==> config.mk <==
export PLATFORM = sky130hd
export DESIGN_NAME = fadd_scheduler
export DESIGN_NICKNAME = d
export VERILOG_FILES = /design/src/rtl/fadd_scheduler.sv
export SDC_FILE = /design/constraint.sdc
export NUM_CORES = 1
export LEC_CHECK = 0
export BUFFER_PORTS_ARGS = -buffer_cell sky130_fd_sc_hd__buf_2
export CAP_MARGIN = 20
export CORE_MARGIN = 1
export CORE_UTILIZATION = 53
export CTS_BUF_LIST = sky130_fd_sc_hd__clkbuf_16
export DETAILED_ROUTE_END_ITERATION = 10
export PLACE_DENSITY = 0.85
export SLEW_MARGIN = 20
export SYNTH_ARGS = -nofsm -noshare
export SYNTH_HDL_FRONTEND = slang
export SYNTH_HIERARCHICAL = 1
export SYNTH_SLANG_ARGS = --single-unit
==> constraint.sdc <==
create_clock -name clk -period 7.7 [get_ports clk]
set_input_delay 0.385 -clock clk [delete_from_list [all_inputs] [get_ports clk]]
set_output_delay 0.385 -clock clk [all_outputs]
set_load 0.01 [all_outputs]
==> src/rtl/fadd_scheduler.sv <==
// rtl/fadd_scheduler.sv - two-requester round-robin scheduler sharing one FP add back end

// Pre-adder front end: orders operands by magnitude, aligns the smaller mantissa
// and resolves NaN/Inf/zero operands without needing the back end.
module preadder (
  input  logic [31:0] i_a,
  input  logic [31:0] i_b,
  output logic        o_sign,
  output logic [7:0]  o_exp,
  output logic [27:0] o_mantis_great,
  output logic [27:0] o_mantis_small,
  output logic        o_special_case,
  output logic [31:0] o_special_result
);
  localparam logic [31:0] QNAN = 32'h7FC0_0000;

  logic        w_swap;
  logic [31:0] w_great;
  logic [31:0] w_small;
  logic [7:0]  w_diff;
  logic [27:0] w_m_small;
  logic [27:0] w_shifted;
  logic [27:0] w_lost_mask;
  logic        w_sticky;
  logic        w_a_nan, w_b_nan, w_a_inf, w_b_inf, w_a_zero, w_b_zero;

  // Equal magnitudes keep operand a as the great one.
  assign w_swap    = i_b[30:0] > i_a[30:0];
  assign w_great   = w_swap ? i_b : i_a;
  assign w_small   = w_swap ? i_a : i_b;
  assign w_diff    = w_great[30:23] - w_small[30:23];

  // Mantissa layout: [27] carry headroom, [26] hidden one, [25:3] fraction, [2:0] guard/round/sticky.
  assign w_m_small   = {2'b01, w_small[22:0], 3'b000};
  assign w_shifted   = w_m_small >> w_diff;
  assign w_lost_mask = (28'd1 << w_diff) - 28'd1;
  assign w_sticky    = |(w_m_small & w_lost_mask);

  assign o_sign         = w_great[31];
  assign o_exp          = w_great[30:23];
  assign o_mantis_great = {2'b01, w_great[22:0], 3'b000};
  // Shifts of 28 or more leave only the sticky bit.
  assign o_mantis_small = (w_diff >= 8'd28) ? 28'd1 : (w_shifted | {27'd0, w_sticky});

  // Exponent 0 is treated as zero (denormals flushed).
  assign w_a_nan  = (&i_a[30:23]) && (|i_a[22:0]);
  assign w_b_nan  = (&i_b[30:23]) && (|i_b[22:0]);
  assign w_a_inf  = (&i_a[30:23]) && !(|i_a[22:0]);
  assign w_b_inf  = (&i_b[30:23]) && !(|i_b[22:0]);
  assign w_a_zero = !(|i_a[30:23]);
  assign w_b_zero = !(|i_b[30:23]);

  // Special-case priority: NaN, infinities, zeros.
  always_comb begin
    o_special_case   = 1'b1;
    o_special_result = '0;
    if (w_a_nan || w_b_nan)      o_special_result = QNAN;
    else if (w_a_inf && w_b_inf) o_special_result = (i_a[31] != i_b[31]) ? QNAN : i_a;
    else if (w_a_inf)            o_special_result = i_a;
    else if (w_b_inf)            o_special_result = i_b;
    else if (w_a_zero && w_b_zero) o_special_result = {i_a[31] & i_b[31], 31'd0};
    else if (w_a_zero)           o_special_result = i_b;
    else if (w_b_zero)           o_special_result = i_a;
    else                         o_special_case   = 1'b0;
  end
endmodule

module fadd_scheduler #(
  parameter int LAT   = 3,
  parameter int CNT_W = 16
) (
  input  logic             clk,
  input  logic             rst_n,
  input  logic [1:0]       req_valid,
  output logic [1:0]       req_ready,
  input  logic [31:0]      req_a0,
  input  logic [31:0]      req_b0,
  input  logic [31:0]      req_a1,
  input  logic [31:0]      req_b1,
  output logic [1:0]       rsp_valid,
  input  logic [1:0]       rsp_ready,
  output logic [31:0]      rsp_data0,
  output logic [31:0]      rsp_data1,
  output logic             dp_valid,
  output logic             dp_sign,
  output logic [7:0]       dp_exp,
  output logic [27:0]      dp_mantis_great,
  output logic [27:0]      dp_mantis_small,
  input  logic [31:0]      dp_result,
  output logic [CNT_W-1:0] ops_done,
  output logic [CNT_W-1:0] special_cnt
);
  typedef enum logic [1:0] {S_IDLE = 2'd0, S_BUSY = 2'd1, S_DONE = 2'd2} state_t;

  state_t           r_state [2];
  logic [31:0]      r_data  [2];
  logic             r_ptr;
  logic [LAT-1:0]   r_trk_v;
  logic [LAT-1:0]   r_trk_tag;
  logic [CNT_W-1:0] r_ops;
  logic [CNT_W-1:0] r_spc;

  logic [1:0]  w_elig;
  logic [1:0]  w_gnt;
  logic [1:0]  w_hs;
  logic [31:0] w_op_a;
  logic [31:0] w_op_b;
  logic        w_special;
  logic [31:0] w_spres;
  logic        w_cap_v;
  logic        w_cap_tag;

  assign w_elig[0] = req_valid[0] && (r_state[0] == S_IDLE);
  assign w_elig[1] = req_valid[1] && (r_state[1] == S_IDLE);

  // Grants are held off while reset is asserted so req_ready shows its reset value.
  assign w_gnt[0] = rst_n && w_elig[0] && (!w_elig[1] || !r_ptr);
  assign w_gnt[1] = rst_n && w_elig[1] && (!w_elig[0] ||  r_ptr);
  assign req_ready = w_gnt;

  assign w_op_a = w_gnt[1] ? req_a1 : req_a0;
  assign w_op_b = w_gnt[1] ? req_b1 : req_b0;

  preadder u_preadder (
    .i_a              (w_op_a),
    .i_b              (w_op_b),
    .o_sign           (dp_sign),
    .o_exp            (dp_exp),
    .o_mantis_great   (dp_mantis_great),
    .o_mantis_small   (dp_mantis_small),
    .o_special_case   (w_special),
    .o_special_result (w_spres)
  );

  assign dp_valid  = (|w_gnt) && !w_special;
  assign w_cap_v   = r_trk_v[LAT-1];
  assign w_cap_tag = r_trk_tag[LAT-1];

  assign rsp_valid[0] = (r_state[0] == S_DONE);
  assign rsp_valid[1] = (r_state[1] == S_DONE);
  assign rsp_data0    = r_data[0];
  assign rsp_data1    = r_data[1];
  assign w_hs         = rsp_valid & rsp_ready;

  assign ops_done    = r_ops;
  assign special_cnt = r_spc;

  // Per-requester FSMs; a special result skips straight to DONE so it is visible one cycle after accept.
  always_ff @(posedge clk or negedge rst_n) begin
    if (!rst_n) begin
      for (int i = 0; i < 2; i++) begin
        r_state[i] <= S_IDLE;
        r_data[i]  <= '0;
      end
    end else begin
      for (int i = 0; i < 2; i++) begin
        case (r_state[i])
          S_IDLE: begin
            if (w_gnt[i]) begin
              if (w_special) begin
                r_state[i] <= S_DONE;
                r_data[i]  <= w_spres;
              end else begin
                r_state[i] <= S_BUSY;
              end
            end
          end
          S_BUSY: begin
            if (w_cap_v && (w_cap_tag == 1'(i))) begin
              r_state[i] <= S_DONE;
              r_data[i]  <= dp_result;
            end
          end
          S_DONE: begin
            if (rsp_ready[i]) r_state[i] <= S_IDLE;
          end
          default: r_state[i] <= S_IDLE;
        endcase
      end
    end
  end

  // In-flight tracker: {valid, tag} delayed LAT cycles to line up with dp_result.
  always_ff @(posedge clk or negedge rst_n) begin
    if (!rst_n) begin
      r_trk_v   <= '0;
      r_trk_tag <= '0;
    end else begin
      r_trk_v[0]   <= dp_valid;
      r_trk_tag[0] <= w_gnt[1];
      for (int k = 1; k < LAT; k++) begin
        r_trk_v[k]   <= r_trk_v[k-1];
        r_trk_tag[k] <= r_trk_tag[k-1];
      end
    end
  end

  // Round-robin pointer and wrapping statistics counters.
  always_ff @(posedge clk or negedge rst_n) begin
    if (!rst_n) begin
      r_ptr <= 1'b0;
      r_ops <= '0;
      r_spc <= '0;
    end else begin
      if (|w_gnt) r_ptr <= w_gnt[0];
      r_ops <= r_ops + CNT_W'(w_hs[0]) + CNT_W'(w_hs[1]);
      if ((|w_gnt) && w_special) r_spc <= r_spc + 1'b1;
    end
  end
endmodule

# Word level (Yosys, flattened, before mapping)
# Cells that the tools add are included.
# W data, S select, Z words.
dict set report word_totals {
  wordCells 115
  register_bits 107
  output_inout_bits 166
}
dict set report classes {
  magnitude_cmp 2
  mux 36
  addsub 5
  n_reduce_logical 43
  n_eq_ne 13
  shifts 2
  bitwise_logic 5
}
# op n
set ops {}
lappend ops {{$mux W32} 16}
lappend ops {{$pmux W32 S2} 2}
lappend ops {{$reduce_or A23 Y1} 2}
lappend ops {{$add A16 B1 Y16} 2}
lappend ops {{$gt A31 B31 Y1} 1}
lappend ops {{$mux W31} 1}
lappend ops {{$and A27 B28 Y28} 1}
lappend ops {{$mux W28} 1}
lappend ops {{$or A28 B1 Y28} 1}
lappend ops {{$reduce_or A28 Y1} 1}
lappend ops {{$shl A1 B8 Y28 const A} 1}
lappend ops {{$shr A27 B8 Y28} 1}
lappend ops {{$sub A28 B1 Y28 const B} 1}
lappend ops {{$add A16 B1 Y16 const B} 1}
lappend ops {{$logic_and A1 B1 Y1} 16}
lappend ops {{$reduce_and A8 Y1} 2}
lappend ops {{$reduce_or A8 Y1} 2}
lappend ops {{$mux W2} 7}
lappend ops {{$ne A2 B2 Y1 const B} 6}
lappend ops {{$pmux W2 S3} 2}
lappend ops {{$ge A8 B5 Y1 const B} 1}
lappend ops {{$logic_not A1 Y1} 8}
lappend ops {{$reduce_and A4 Y1} 2}
lappend ops {{$sub A8 B8 Y8} 1}
lappend ops {{13 further kinds} 27}

# Depth between registers and ports, before layout
# Gate-level depths: netlist of the first run.
dict set report logic_depth {
  ltp_word 17
  depth_mapped 33
}

# Modules after synthesis
# Netlist of the first run, hierarchy kept.
# module instances area_each_um2 cells_each
set modules_own_cells {}
lappend modules_own_cells {fadd_scheduler 1 5664.2 516}
lappend modules_own_cells {preadder 1 4652.0 697}

# Worst setup path after synthesis of the first run
# OpenSTA, ideal clock, no wires.
dict set report synth_path {
  kind {reg-to-output}
  from {reg r_state[2] (netlist name)}
  to {out dp_mantis_small[0]}
  setup_slack_ps 434
  stages_incl_launch_ff 33
  t_required_ps 7315
  arrival_time_ps 6881
  cell_sequence {dfrtp_1 > buf_4 > or4b_4 > nand3_2 > buf_6 > buf_6 > mux2_1 > ha_1 > buf_4 > a21oi_1 > o21ai_1 > a2111oi_2 > a211oi_4 > nor2_4 > buf_4 > buf_2 > buf_2 > buf_2 > buf_2 > mux2_2 > ha_1 > o21a_1 > o21ai_0 > a21boi_0 > o211ai_1 > and2_1 > buf_2 > nand3_1 > nor3_2 > a211oi_1 > or4_1 > a41oi_1 > nand4_1}
}
dict set report synth_via {
  elab_chain_len 15
}
# item line
set synth_rtl {}
lappend synth_rtl {{start, declared} 95} ;# state_t r_state [2];
lappend synth_rtl {{start signal, assigned by index} 152} ;# r_state[i] <= S_IDLE;
lappend synth_rtl {{start signal, assigned by index} 161} ;# r_state[i] <= S_DONE;
lappend synth_rtl {{start signal, assigned by index} 164} ;# r_state[i] <= S_BUSY;
lappend synth_rtl {{$logic_not A2 Y1 *} 113} ;# assign w_elig[0] = req_valid[0] && (r_state[0] == S_IDLE);
lappend synth_rtl {{$logic_and A1 B1 Y1 *} 113}
lappend synth_rtl {{$logic_not A1 Y1 *} 118} ;# assign w_gnt[1] = rst_n && w_elig[1] && (!w_elig[0] || r_ptr);
lappend synth_rtl {{$logic_or A1 B1 Y1 *} 118}
lappend synth_rtl {{$logic_and A1 B1 Y1 *} 118}
lappend synth_rtl {{$mux W32 *} 122} ;# assign w_op_b = w_gnt[1] ? req_b1 : req_b0;
lappend synth_rtl {{named net w_op_b[28]} 107} ;# logic [31:0] w_op_b;
lappend synth_rtl {{$gt A31 B31 Y1} 28} ;# assign w_swap = i_b[30:0] > i_a[30:0];
lappend synth_rtl {{$mux W32 / $mux W31 (equally long branches)} {29, 30}}
lappend synth_rtl {{$sub A8 B8 Y8} 31} ;# assign w_diff = w_great[30:23] - w_small[30:23];
lappend synth_rtl {{$shl A1 B8 Y28} 36} ;# assign w_lost_mask = (28'd1 << w_diff) - 28'd1;
lappend synth_rtl {{$sub A28 B1 Y28} 36}
lappend synth_rtl {{$and A27 B28 Y28} 37} ;# assign w_sticky = |(w_m_small & w_lost_mask);
lappend synth_rtl {{$reduce_or A28 Y1} 37}
lappend synth_rtl {{$or A28 B1 Y28} 43} ;# assign o_mantis_small = (w_diff >= 8'd28) ? 28'd1 : (w_shifted | {27'd0, w_sticky});
lappend synth_rtl {{$mux W28 *} 43}
lappend synth_rtl {{end, declared} 88} ;# output logic [27:0] dp_mantis_small,
# The timed path passes the listed nets; every way through them passes the cells marked *.

# Worst setup path in the final report of the first run
# Ends and elaborated chain as after synthesis.

==> results of run 1 <==
[stage by stage]
step            util  cells  setup TNS [ns]  hold WS [ns]  area [um2]
2_1_floorplan      -   1217               0        0.0894       10300
3_3_place_gp   0.635   1730               0         0.333       12000
3_5_place_dp   0.636   1731               0         0.336       12000
4_1_cts        0.653   1748               0         0.215       12300
5_1_grt        0.658   1756         -0.0183         0.225       12400
6_report       0.659   1761               0         0.222       12500
[routing by layer]
metal  global-route usage  share of wire  wire length, um  vias up
li1                     -              -                -     5017
met3               0.0756           0.11             4040      134
met2                0.598           0.47            17900      713
met5                    0        0.00047               18        -
met4                0.165          0.043             1640        2
met1                0.485           0.39            14800     5286
[cell usage after synthesis (all sizes together) (15+ instances only)]
library cell  number
inv               47
xor2              16
dfrtp            107
a211oi            15
o21ai            133
clkbuf            37
xnor2             17
nor2             100
a21oi             69
buf               54
mux2i             97
nand4             21
ha                35
nand3             33
nand2            106
mux2              98
a22oi             25
nor3              18
[worst max-delay path by stage]
stage | from | end | slack, ns | depth (start not counted)
6_report | r_state[2]$_DFFE_PN0P_ | dp_mantis_small[0] | 0.38 | 26
5_1_grt | rst_n | dp_mantis_small[0] | -0.02 | 26
4_1_cts | rst_n | dp_mantis_small[0] | 0.02 | 26
3_5_place_dp | req_valid[1] | dp_mantis_small[0] | 0.43 | 26
3_3_place_gp | req_valid[0] | dp_mantis_small[3] | 0.61 | 25
2_1_floorplan | r_state[2]$_DFFE_PN0P_ | dp_mantis_small[0] | 0.43 | 32
[registers in the layout, indices dropped and copies added, names as in the netlist]
name / count
rsp_data0: 32
ops_done: 16
r_trk_tag: 3
special_cnt: 16
r_state: 4
rsp_data1: 32
r_trk_v: 3
r_ptr: 1
[worst reg2reg max path: cells and delay by family, from the launching register on]
family	cells	cell delay (ns)
flip-flops	1	0.41
AND/OR/NAND/NOR	8	2.71
buffers and inverters	2	0.76
AO/OA/AOI/OAI	3	1.03
multiplexers	1	0.45
[cell type report]
cell class,count,area share
Multi-Input combinational cell,971,0.569
Sequential cell,107,0.215
Timing Repair Buffer,351,0.149
Tap cell,260,0.0261
Clock buffer,9,0.0181
Inverter,48,0.0145
Clock inverter,7,0.00683
Antenna cell,8,0.00161
[cells by family (layout without fill, tap and decap cells)]
group	after synthesis	in the layout	share of synthesized area
and+or+nand+nor	360	360	0.171
AOI/OAI and AO/OA	327	327	0.198
muxes	209	209	0.232
buffers and inverters	139	415	0.0663
DFF	107	107	0.260
adders and majority gates	36	36	0.0444
xor gates and xnor gates	33	33	0.0280
other	2	14	0.000728
[timing repair]
action / in CTS / in global routing
setup endpoints to repair: 0 / 22
resized for setup: 0 / 12
setup buffers: 0 / 5
hold buffers: 1 / 0
endpoints found under the hold margin: 28 / 0
[power groups by stage]
stage | sequential, mW | combinational (mW) | clock, mW
4_1_cts | 0.782 | 2.18 | 0.477
3_5_place_dp | 0.792 | 2.16 | 0
6_report | 0.786 | 2.25 | 0.478
2_1_floorplan | 0.838 | 1.47 | 0
5_1_grt | 0.800 | 2.41 | 0.499
3_3_place_gp | 0.784 | 2.14 | 0
==> summary.md, run 1 <==
| Metric | Value |
|---|---|
| Worst-skew pair later-pin latency | `0.35 ns` |
| Synthesis-stage register bit count | `107` |
| Asr flop ratio synth | `1.00` |
| Tot Pwr | `3.51 mW` |
| Top_reg_cell synth | `dfrtp_1` |
| Layout net count | `1,690` |
| Footprint of the multi-input gates | `7080 um2` |
| Clock skew | `0.0100 ns` |
| Worst path max stage delay | `0.58 ns` |
| Avg WL per Cell | `21.8 um` |
| Area delta synth->final | `20.7%` |
| Period utilization | `0.951` |
| Mapped Cells | `1,213` |
| HPWL after detailed placement | `29,000 um` |
| DR pass1 iterations | `7` |
| Final WS setup | `0.380 ns` |
| Hold Path Class | `primary input to flop` |
| IO Port Bufs | `325` |
| Post-route ant nets | `0` |
| Vias per inst | `6.33` |
| Clock sink total | `107` |
| Maximum Capacitance Violations | `0` |
| Highest clock rate | `0.137 GHz` |
| Worst Hold Endpoint | `r_state[3]$_DFFE_PN0P_` |
| CTS clk-pin slew, worst paths | `0.08 ns` |
| Number of enable flip-flop cells after synthesis | `0` |
| Width of the die | `142 um` |
| Net Sw Frac | `0.486` |
| CP Data Required Time | `7.32 ns` |
| Row Count | `50` |
| Worst-Margin Slew | `1.11 ns` |
| CP Capture Type | `output pin` |
| Reg2Reg Depth | `14` |
| Worst R2R End | `rsp_data1[12]$_DFFE_PN0P_` |
| Worst-path fanout max | `35` |
| Clk buf depth | `2` |
| Status | `finished, final reports clean` |
| Final Setup Violations | `0` |
| Max H-tree Level | `3` |
| Mapped Avg Cell Area | `8.50 um2` |
| Fin. Hold Viols | `0` |
| Vias in the first global route | `10,400` |
| Synth top area cells | `dfrtp_1, mux2i_1, mux2_2` |
| Initial antenna violation count | `4` |
| Storage element area | `2680 um2` |
| Iteration-0 DRC Markers | `1,164` |
| CTS Buf Count | `9` |
| Sequential-to-total area share from yosys stat | `0.260` |
| Share of the synthesized area in the top cell type | `0.260` |
| Residual DRC count | `0` |
| CTS tree | `yes` |
| Pin count of the biggest net entering global routing | `86` |
| Hold depth | `2` |
| Fin. max-slew vios | `0` |
| Layout cells sized above 1 | `0.324` |
| Worst EP arrival | `6.93 ns` |
| Ys Warns | `6` |
| Starting Density | `0.546` |
| P_sw | `1.71 mW` |
| Power share of the clock group | `0.136` |
| Most common cell after layout, fill and taps aside | `buf_2` |
| Pre-CTS setup slack | `0.426 ns` |
| Slowest cell on the critical path | `or4b_4` |
| WS Path Type | `flop to output pin` |
| Netlist cell types | `79` |
| Comb power frac | `0.640` |
| Bufs and invs on worst path | `4` |
| R2R Path Start | `r_state[2]$_DFFE_PN0P_` |
| Power Density | `282 nW/um2` |
| Via Count | `11,200` |
| I/O Pins | `332` |
| Static Leak | `6.18 nW` |
| Cell Area, Synth | `10,300 um2` |
| Max-slew headroom | `0.257` |
| Worst VDD drop | `0.184 mV` |
| Leading area contributor after synthesis | `dfrtp_1` |
| Layout fillers | `1,570` |
| Hold path startpoint | `rsp_ready[0]` |
| Overall routed net length | `38,400 um` |
| Cell Int Power | `1.81 mW` |
| Top delay family on crit path | `simple AND/OR/NAND/NOR gates` |
| Core Region | `18,900 um2` |
| Grt ovf | `0` |
| Period minus WS final | `7.32 ns` |
| Die H | `142 um` |
| Die area | `20,000 um2` |
| Seq pwr share | `0.224` |
| First-pass GRT wire length | `58,400 um` |
| Clock root buffer master | `clkbuf_16` |
| Worst reg2reg setup slack | `2.24 ns` |
| Crit start category | `flop` |
| GP Congestion | `1.02` |
| All-layer global routing usage | `0.372` |
| Commonest non-fill, non-tap cells in the layout | `buf_2, dfrtp_1, nand2_1` |
Note: power is estimated with default switching activity, not from simulation.
==> run 2, diff against run 1 <==
--- a/config.mk
+++ b/config.mk
@@ -5,10 +5,10 @@
 export SDC_FILE = /design/constraint.sdc
 export NUM_CORES = 1
 export LEC_CHECK = 0
+export ABC_AREA = 1
 export BUFFER_PORTS_ARGS = -buffer_cell sky130_fd_sc_hd__buf_2
 export CAP_MARGIN = 20
-export CORE_MARGIN = 1
-export CORE_UTILIZATION = 53
+export CORE_UTILIZATION = 54
 export CTS_BUF_LIST = sky130_fd_sc_hd__clkbuf_16
 export DETAILED_ROUTE_END_ITERATION = 10
 export PLACE_DENSITY = 0.85
==> run 2 against run 1 <==
Effect of this change:
- via count rose by 25%
- routed wire length rose by 11%
- register-to-register slack got worse by 0.07 ns
- critical path type unchanged
- largest cell class unchanged
- largest power group unchanged
==> summary.md, run 2 <==
| Metric | Value |
|---|---|
| Worst VDD drop | `0.0952 mV (was 0.184 mV)` |
| Static Leak | `7.39 nW (was 6.18 nW)` |
| Layout net count | `2,300 (was 1,690)` |
| IO Port Bufs | `325 (unchanged)` |
| Width of the die | `145 um (was 142 um)` |
| Post-synth top cells | `nand2_1, inv_1, o21ai_0 (was dfrtp_1, nand2_1, nor2_1)` |
| Crit start category | `flop (unchanged)` |
| Most common cell after layout, fill and taps aside | `nand2_1 (was buf_2)` |
| Final Setup Violations | `0 (unchanged)` |
| Die area | `20,900 um2 (was 20,000 um2)` |
| Fin. max-slew vios | `0 (unchanged)` |
| Netlist cell types | `53 (was 79)` |
| Post-DP Area | `12,600 um2 (was 12,000 um2)` |
| Synth top area cells | `nand2_1, dfrtp_1, o21ai_0 (was dfrtp_1, mux2i_1, mux2_2)` |
| Period utilization | `0.921 (was 0.951)` |
| Area delta synth->final | `17.3% (was 20.7%)` |
| Status | `finished, final reports clean (unchanged)` |
| Slowest cell on the critical path | `inv_2 (was or4b_4)` |
| All-layer global routing usage | `0.401 (was 0.372)` |
| Ys Warns | `6 (unchanged)` |
| Share of the synthesized area in the top cell type | `0.250 (was 0.260)` |
| Grt ovf | `0 (unchanged)` |
| HPWL after detailed placement | `32,900 um (was 29,000 um)` |
| Overall routed net length | `42,600 um (was 38,400 um)` |
| Avg WL per Cell | `18.0 um (was 21.8 um)` |
| Worst-Margin Slew | `1.08 ns (was 1.11 ns)` |
| Commonest non-fill, non-tap cells in the layout | `nand2_1, buf_2, inv_1 (was buf_2, dfrtp_1, nand2_1)` |
| Residual DRC count | `0 (unchanged)` |
| CTS tree | `yes (unchanged)` |
| CTS clk-pin slew, worst paths | `0.07 ns (was 0.08 ns)` |
| Starting Density | `0.556 (was 0.546)` |
| Layout fillers | `1,819 (was 1,570)` |
| Pin count of the biggest net entering global routing | `91 (was 86)` |
| Leading area contributor after synthesis | `nand2_1 (was dfrtp_1)` |
| Cell mode on critical path | `nand2_1` |
| Iteration-0 DRC Markers | `1,295 (was 1,164)` |
| Design Area, Final | `12,900 um2 (was 12,500 um2)` |
| Via Count | `13,900 (was 11,200)` |
| WS Path Type | `flop to output pin (unchanged)` |
| Synthesis-stage register bit count | `107 (unchanged)` |
| Worst-path fanout max | `44 (was 35)` |
| DR pass1 iterations | `6 (was 7)` |
| Mapped Avg Cell Area | `5.96 um2 (was 8.50 um2)` |
| Cell Count Post-Placement | `2,352 (was 1,731)` |
| Post-route ant nets | `0 (unchanged)` |
| CP Capture Type | `output pin (unchanged)` |
| Maximum Capacitance Violations | `0 (unchanged)` |
| Post CTS Setup Buffer Count | `0 (unchanged)` |
| Most common cell in the netlist | `nand2_1 (was dfrtp_1)` |
| Worst path max stage delay | `0.58 ns (about the same)` |
| Resize count post-CTS | `0 (unchanged)` |
| Sequential-to-total area share from yosys stat | `0.244 (was 0.260)` |
| First-pass GRT wire length | `64,700 um (was 58,400 um)` |
| Power Density | `137 nW/um2 (was 282 nW/um2)` |
| Clock sink total | `107 (unchanged)` |
| CP Data Required Time | `7.32 ns (about the same)` |
| Max H-tree Level | `3 (unchanged)` |
| Layout cells sized above 1 | `0.202 (was 0.324)` |
| RSZ-0062 raised after global routing | `no` |
| Highest clock rate | `0.141 GHz (was 0.137 GHz)` |
| Tot Pwr | `1.76 mW (was 3.51 mW)` |
| Row Count | `51 (was 50)` |
| Clock skew | `0.0101 ns (was 0.0100 ns)` |
| GP Congestion | `1.04 (was 1.02)` |
| Fin. Hold Viols | `0 (unchanged)` |
| Clk buf depth | `2 (unchanged)` |
| Hold Path Class | `primary input to asynchronous set/reset pin (was primary input to flop)` |
| Top_reg_cell synth | `dfrtp_1 (unchanged)` |
| Core Region | `19,700 um2 (was 18,900 um2)` |
| Clock root buffer master | `clkbuf_16 (unchanged)` |
| Die H | `145 um (was 142 um)` |
| Setup TNS Final | `0 ns (unchanged)` |
| Finished Layout Cells | `2,371 (was 1,761)` |
| Post-CTS Hold Buffers | `0 (was 1)` |
| Worst EP arrival | `6.70 ns (was 6.93 ns)` |
| I/O Pins | `332 (unchanged)` |
| Vias per inst | `5.86 (was 6.33)` |
| Asr flop ratio synth | `1.00 (unchanged)` |
| Max-slew headroom | `0.278 (was 0.257)` |
| Vias in the first global route | `12,200 (was 10,400)` |
| Worst-skew pair later-pin latency | `0.35 ns (about the same)` |
| Period minus WS final | `7.09 ns (was 7.32 ns)` |
| Mapped Cells | `1,842 (was 1,213)` |
| CTS Buf Count | `9 (unchanged)` |
| Initial antenna violation count | `3 (was 4)` |
| Cell Area, Synth | `11,000 um2 (was 10,300 um2)` |
| Hold slack | `0.150 ns (was 0.222 ns)` |
| Number of enable flip-flop cells after synthesis | `0 (unchanged)` |
## run 2: cell types whose count changed after synthesis, moves of 27 or more
cell / previous run / this run
nand2_1: 105 / 730
inv_1: 47 / 175
mux2i_1: 97 / 8
nand4_1: 21 / 101
mux2_2: 71 / 0
o21ai_0: 94 / 142
nand3_1: 32 / 63
mux2_1: 27 / 0
nor2_1: 99 / 126
## run 2: cell type report
class | instances | area (um2) | share of cell area
clock buffers | 9 | 225 | 0.0175
flip-flops and latches | 107 | 2680 | 0.208
well taps | 265 | 332 | 0.0258
diodes | 3 | 7.51 | 0.000583
clock inverters | 7 | 76.3 | 0.00593
multi-input cells | 1450 | 7090 | 0.551
inverters | 189 | 709 | 0.0551
repair buffers | 341 | 1750 | 0.136
## run 2: routing by layer
metal  vias up  wire, um  GRT usage
li1       6515         -          -
met1      6358     17000      0.514
met2       863     19200      0.631
met3       149      4220     0.0778
met4         0      2230      0.224
met5         -         0          0
## run 2: per-stage QoR
stage | worst slack, ns | utilization
after floorplan | 2.79 | -
after CTS | 0.700 | 0.652
final | 0.611 | 0.653
after global routing | 0.0282 | 0.653
after global placement | 1.21 | 0.637
after detailed placement | 1.09 | 0.637
## run 2: logic make-up (layout without fill, tap and decap cells)
family	after synthesis	count (layout)	synth area share
AO/OA/AOI/OAI	278	278	0.141
XOR/XNOR	25	25	0.0227
adder cells (fa/ha/maj)	36	36	0.0417
buffers and inverters	289	546	0.112
flip-flops	107	107	0.244
multiplexers	8	8	0.00730
other	2	9	0.000685
AND/OR/NAND/NOR	1097	1097	0.430
## run 2: path summary, 6_finish.rpt
kind | from | endpoint | slack, ns | depth (start not counted)
worst max-delay path | r_state[0]$_DFFE_PN0P_ | dp_mantis_small[0] | 0.61 | 31
worst min-delay path | rst_n | special_cnt[4]$_DFFE_PN0P_ | 0.15 | 2
worst max register to register | r_state[0]$_DFFE_PN0P_ | rsp_data0[31]$_DFFE_PN0P_ | 2.17 | 21
worst min register to register | r_trk_v[1]$_DFF_PN0_ | r_trk_v[2]$_DFF_PN0_ | 0.35 | 0
max in group asynchronous | rst_n | rsp_data1[17]$_DFFE_PN0P_ | 6.26 | 3
min in group clk | r_trk_v[1]$_DFF_PN0_ | r_trk_v[2]$_DFF_PN0_ | 0.35 | 0
## run 2: critical path: cells and delay by family (launching register included)
family / cells / cell delay [ns]
and+or+nand+nor: 21 / 3.19
buffers and inverters: 7 / 1.68
adders and majority gates: 2 / 0.59
DFF: 1 / 0.48
xor gates and xnor gates: 1 / 0.41
## run 2: report_power, final
group          switching, mW  leakage [nW]  internal (mW)
Combinational          0.506          5.79          0.221
Clock                  0.214         0.148          0.255
Sequential           0.00101          1.45          0.562
